### config.mk
export PLATFORM = sky130hd
export DESIGN_NAME = mmio_bank
export DESIGN_NICKNAME = d
export VERILOG_FILES = /design/src/rtl/mmio_pkg.sv /design/src/rtl/mmio_event_capture.sv /design/src/rtl/mmio_bank.sv
export SDC_FILE = /design/constraint.sdc
export NUM_CORES = 1
export LEC_CHECK = 0
export CAP_MARGIN = 15
export CORE_AREA = 2 2 417 419
export DETAILED_ROUTE_END_ITERATION = 6
export DIE_AREA = 0 0 419 421
export MAX_ROUTING_LAYER = met4
export SLEW_MARGIN = 10
export SYNTH_ARGS = -nofsm -noshare
export SYNTH_HDL_FRONTEND = slang
export SYNTH_SLANG_ARGS = --single-unit
### constraint.sdc
create_clock -name clock -period 22.1 [get_ports clock]
set_input_delay 4.42 -clock clock [delete_from_list [all_inputs] [get_ports clock]]
set_output_delay 4.42 -clock clock [all_outputs]
set_load 0.005 [all_outputs]
### src/rtl/mmio_pkg.sv
// Shared address map, default event mask and range helpers for the MMIO bank.
package mmio_pkg;

   localparam int KEYPAD_ADDR      = 0;
   localparam int BEAM_BASE        = 1;
   localparam int SERVO_BACK_BASE  = 5;
   localparam int SERVO_FRONT_BASE = 9;
   localparam int LED14_ADDR       = 16;
   localparam int LED15_ADDR       = 17;
   localparam int SEG_BASE         = 18;
   localparam int SERVO_BASE       = 23;
   localparam int STATE_LED_BASE   = 28;

   // Keypad is a synchronous level; beams and servo feedback are event channels.
   localparam logic [12:0] DEF_EVENT_MASK = 13'h1FFE;
   localparam int          DEF_RAM_BASE   = 64;

   function automatic bit ranges_overlap(int b0, int n0, int b1, int n1);
      return (b0 < b1 + n1) && (b1 < b0 + n0);
   endfunction

endpackage

### src/rtl/mmio_event_capture.sv
// One event channel: 2-FF synchroniser, rising-edge detect and sticky pending flag.
// Clear is write-1-to-clear; a simultaneous new edge keeps the flag set.
module mmio_event_capture (
   input  logic clock,
   input  logic reset,
   input  logic raw,
   input  logic clr,
   output logic level,
   output logic pending
);

   logic sync1;
   logic sync2;
   logic prev;
   logic rise;

   assign rise  = sync2 & ~prev;
   assign level = sync2;

   always_ff @(posedge clock or posedge reset) begin
      if (reset) begin
         sync1   <= 1'b0;
         sync2   <= 1'b0;
         prev    <= 1'b0;
         pending <= 1'b0;
      end else begin
         sync1   <= raw;
         sync2   <= sync1;
         prev    <= sync2;
         pending <= rise | (pending & ~clr);
      end
   end

endmodule

### src/rtl/mmio_bank.sv
// Memory-mapped I/O bank: input channels (plain or edge-captured), output registers with
// write strobes, RAM pass-through. Define MMIO_BANK_IRQ_EN for the irq output and enable register.
module mmio_bank
   import mmio_pkg::*;
#(
   parameter int                DATA_W     = 32,
   parameter int                ADDR_W     = 12,
   parameter int                N_IN       = 13,
   parameter int                N_OUT      = 16,
   parameter int                IN_BASE    = 0,
   parameter int                OUT_BASE   = 16,
   parameter int                RAM_BASE   = DEF_RAM_BASE,
   parameter logic [N_IN-1:0]   EVENT_MASK = N_IN'(DEF_EVENT_MASK),
   parameter logic [DATA_W-1:0] OUT_RST    = '0
) (
   input  logic                    clock,
   input  logic                    reset,
   input  logic [ADDR_W-1:0]       addr,
   input  logic                    wren,
   input  logic [DATA_W-1:0]       wdata,
   input  logic [DATA_W-1:0]       ram_rdata,
   output logic [DATA_W-1:0]       rd_data,
   output logic                    ram_sel,
   input  logic [N_IN*DATA_W-1:0]  in_data,
   output logic [N_OUT*DATA_W-1:0] out_regs,
`ifdef MMIO_BANK_IRQ_EN
   output logic                    irq,
`endif
   output logic [N_OUT-1:0]        out_strobe
);

`ifdef MMIO_BANK_IRQ_EN
   localparam int OUT_SPAN = N_OUT + 1;
`else
   localparam int OUT_SPAN = N_OUT;
`endif
   localparam int RAM_SPAN = (1 << ADDR_W) - RAM_BASE;

   if (N_IN > 32 || N_OUT > 32) begin : g_size_err
      $error("mmio_bank: N_IN and N_OUT must not exceed 32");
   end
   if (ranges_overlap(IN_BASE, N_IN, OUT_BASE, OUT_SPAN) ||
       ranges_overlap(IN_BASE, N_IN, RAM_BASE, RAM_SPAN) ||
       ranges_overlap(OUT_BASE, OUT_SPAN, RAM_BASE, RAM_SPAN)) begin : g_map_err
      $error("mmio_bank: input, output and RAM address ranges overlap");
   end

   logic [31:0]       a32;
   logic [N_IN-1:0]   level;
   logic [N_IN-1:0]   pending;
   logic [N_OUT-1:0]  out_hit;
   logic [DATA_W-1:0] regs [N_OUT];

   assign a32     = 32'(addr);
   assign ram_sel = (a32 >= 32'(RAM_BASE));

   for (genvar i = 0; i < N_IN; i++) begin : g_in
      if (EVENT_MASK[i]) begin : g_evt
         mmio_event_capture u_cap (
            .clock   (clock),
            .reset   (reset),
            .raw     (in_data[i*DATA_W]),
            .clr     (wren && wdata[0] && (a32 == 32'(IN_BASE + i))),
            .level   (level[i]),
            .pending (pending[i])
         );
      end else begin : g_plain
         assign level[i]   = 1'b0;
         assign pending[i] = 1'b0;
      end
   end

   always_comb begin
      out_hit = '0;
      for (int j = 0; j < N_OUT; j++) begin
         out_hit[j] = wren && (a32 == 32'(OUT_BASE + j));
      end
   end

   always_ff @(posedge clock or posedge reset) begin
      if (reset) begin
         for (int j = 0; j < N_OUT; j++) begin
            regs[j] <= OUT_RST;
         end
         out_strobe <= '0;
      end else begin
         for (int j = 0; j < N_OUT; j++) begin
            if (out_hit[j]) begin
               regs[j] <= wdata;
            end
         end
         out_strobe <= out_hit;
      end
   end

   for (genvar j = 0; j < N_OUT; j++) begin : g_out
      assign out_regs[j*DATA_W +: DATA_W] = regs[j];
   end

`ifdef MMIO_BANK_IRQ_EN
   logic [DATA_W-1:0] irq_en;

   always_ff @(posedge clock or posedge reset) begin
      if (reset) begin
         irq_en <= '0;
         irq    <= 1'b0;
      end else begin
         if (wren && (a32 == 32'(OUT_BASE + N_OUT))) begin
            irq_en <= wdata;
         end
         irq <= |(pending & irq_en[N_IN-1:0]);
      end
   end
`endif

   // Address ranges are disjoint, so only the RAM check needs explicit priority.
   always_comb begin
      rd_data = '0;
      if (ram_sel) begin
         rd_data = ram_rdata;
      end else begin
         for (int i = 0; i < N_IN; i++) begin
            if (a32 == 32'(IN_BASE + i)) begin
               if (EVENT_MASK[i]) begin
                  rd_data = DATA_W'({level[i], pending[i]});
               end else begin
                  rd_data = in_data[i*DATA_W +: DATA_W];
               end
            end
         end
         for (int j = 0; j < N_OUT; j++) begin
            if (a32 == 32'(OUT_BASE + j)) begin
               rd_data = regs[j];
            end
         end
`ifdef MMIO_BANK_IRQ_EN
         if (a32 == 32'(OUT_BASE + N_OUT)) begin
            rd_data = irq_en;
         end
`endif
      end
   end

   // Upper bits of event-channel inputs are intentionally ignored.
   logic unused_bits;
`ifdef MMIO_BANK_IRQ_EN
   assign unused_bits = ^{in_data, irq_en};
`else
   assign unused_bits = ^in_data;
`endif

endmodule

==> flow_summary.toml <==
[floorplanning]
core_area_mm2 = 0.1725
die_y_um = 421
die_w_um = 419
rows = 153
io_pins = 1056
start_util_pct = 15.02
dieArea_mm2 = 0.1764

[synth]
ys_warn_count = 0
synth_seq_cells = 576
synth_nets = 2534
yosysSeqAreaShare_pct = 55.64
yosysTopAreaCellShare_pct = 55.64
postSynthAreaPerCell_um2 = 12.70
synth-edff-count = 0
synth.area.top_cells = "dfrtp_1 56%, mux2_2 20%, a22oi_1 2.2%"
netlist_instances = 2039
synthFlopType = "dfrtp_1"
synth_cell_types = 83
synth_area_mm2 = 0.02590
async_reset_ff_share_pct = 100.0
yosys.area.top_type = "dfrtp_1"

[placed_design]
dp_slack_ns = 8.117
place_congestion = 0.8688
place_inst = 4944
hpwl_um = 115400
portBuffers = 683

[critical_path]
r2r_slack_ns = 21.19
cp-end-kind = "output port"
r2r-end = "out_regs[106]$_DFFE_PP0P_"
cp.required_ns = 17.68
path_max_fanout = 35
crit_path_start_kind = "input pin"
worstSetupPathType = "input pin to output port"
reg2reg_depth = 1
r2r_start = "out_regs[106]$_DFFE_PP0P_"
arrival_ns = 9.47

[job]
max_cap_violations = 0

[power]
power_leakage_nw = 16.68
pwr_density_cell_mw_per_mm2 = 62.74
ir_drop_mv = 0.05313

[final_layout]
final_cells = 5078
fin_nets = 3185
multiInputGateArea_mm2 = 0.01067
nFillCells = 18540
fin_util_pct = 21.95
drive_gt1_share_pct = 25.66
layout_common_cells = "679 x clkdlybuf4s50_1, 576 x dfrtp_1, 461 x mux2_2, 76 x a22oi_1, 73 x o21ai_0"
area_growth_syn_to_layout_pct = 46.18
layout.area.seq_mm2 = 0.01441
final_common_cell = "clkdlybuf4s50_1"

[cts]
cts_setup_buffers = 0
holdBufCountCts = 0
clk_pin_slew_ns = 0.06
cts-root-buf = "clkbuf_16"
cts_sinks = 576
clock_latency_ns = 0.68
cts_buffers = 69
cts_htree_levels = 3
cts_resized = 0
cts_tree = "built"
max-clock-path-buffers = 3

[global_routing]
grt_max_degree = 109
grt_pass1_wl_um = 202600
globalRouteOverflowTotal = 0
track_usage_pct = 17.41
antenna_found_initial = 43
grt_pass1_vias = 21764

[sta]
max_slew_margin_pct = 20.13
finalCriticalPeriod_ns = 13.89
finalHoldViolCount = 0
setup_viol = 0
whs_ns = 0.3446
fin_skew_ns = 0.006913
max_freq_mhz = 71.98
final.period_utilization_pct = 62.87
worstMarginPinSlew_ns = 1.194
fin_tns_setup_ns = 0
rsz0062_at_grt = "false"
maxSlewViolCount = 0
worst_slack_ns = 8.206

[detailed_routing]
wl_per_cell_um = 30.29
viasPerCell = 4.376
postRouteAntennaNets = 0
drtIter0Drc = 2328
routed_wl_um = 153800
drc = 0
num_vias = 22223
first_pass_iters = 6

[min_path]
min_from = "g_in[2].g_evt.u_cap.sync1$_DFF_PP0_"
hp-class = "flop to flop"
whs_path_depth = 0
min_to = "g_in[2].g_evt.u_cap.level$_DFF_PP0_"

[outcome]
status = "finished, final reports clean"
[cells by family (layout without fill, tap and decap cells)]
logic type	after synthesis	count (layout)	synth area share [%]
buffers and inverters	221	918	3.724
XOR/XNOR	1	1	0.03382
multiplexers	502	502	21.85
AND/OR/NAND/NOR	305	305	6.723
flip-flops	576	576	55.64
AO/OA/AOI/OAI	434	434	12.03
other	0	17	0
[flip-flops by register name, summed over array words and instances (netlist names)]
signal,flops
g_in.g_evt.u_cap.level,12
g_in.g_evt.u_cap.pending,12
g_in.g_evt.u_cap.prev,12
g_in.g_evt.u_cap.sync1,12
out_regs,512
out_strobe,16
[cell usage after synthesis (all sizes together) (10+ instances only)]
cell type  number
nand2          75
o221ai         16
nor3           53
o22ai          47
a31oi          11
nand4          10
inv            46
nand3          25
o21ai          82
a22oi          76
dfrtp         576
o22a           10
a21oi          44
clkbuf         79
a221oi         45
o21a           12
buf            96
mux2          497
nand2b         18
nor2           64
a222oi         17
a22o           24
[worst max-delay path: stages]
cell and delay [ns]:
clkdlybuf4s50_1 0.81, nor4b_2 0.36, buf_4 0.22, nand3_2 0.08, buf_4 0.53, nand4_1 1.10
a221oi_1 0.70, o21a_1 0.59, o21ai_1 0.15, clkdlybuf4s50_1 0.48
[per-stage QoR]
stage                     power [mW]  area, um^2
after CTS                      2.409       37830
after global placement         1.220       35540
after floorplan                1.136       25900
final                          2.376       37870
after detailed placement       1.221       35540
after global routing           2.458       37860
[area by class of cell]
cell class | instances | area share, %
clock buffers | 92 | 5.078
well taps | 2325 | 7.682
inverters | 46 | 0.4758
diodes | 17 | 0.1123
clock inverters | 25 | 0.9516
multi-input cells | 1242 | 28.17
repair buffers | 755 | 19.46
flip-flops and latches | 576 | 38.06
[worst max-delay path by stage]
stage / cells past startpoint / start / to / slack, ns
final: 10 / addr[3] / rd_data[16] / 8.21
after floorplan: 1 / reset / g_in[10].g_evt.u_cap.level$_DFF_PP0_ / 1.57
after global routing: 10 / addr[3] / rd_data[16] / 7.96
after detailed placement: 10 / addr[3] / rd_data[16] / 8.12
after global placement: 10 / addr[3] / rd_data[16] / 8.13
after CTS: 10 / addr[3] / rd_data[16] / 8.12
[report_power, final]
group / switching, mW / internal, mW
registers: 0.00555 / 1.06
logic: 0.0848 / 0.0464
clock network: 0.509 / 0.668
total: 0.600 / 1.78
[routing by layer]
layer	global-route usage, %	up-vias	routed length, um
met5	-	-	0
met4	4.994	0	4689
met3	4.838	252	13830
met2	27.69	1347	72480
met1	21.45	11642	62810
li1	-	8982	-
Note: power is estimated with default switching activity, not from simulation.
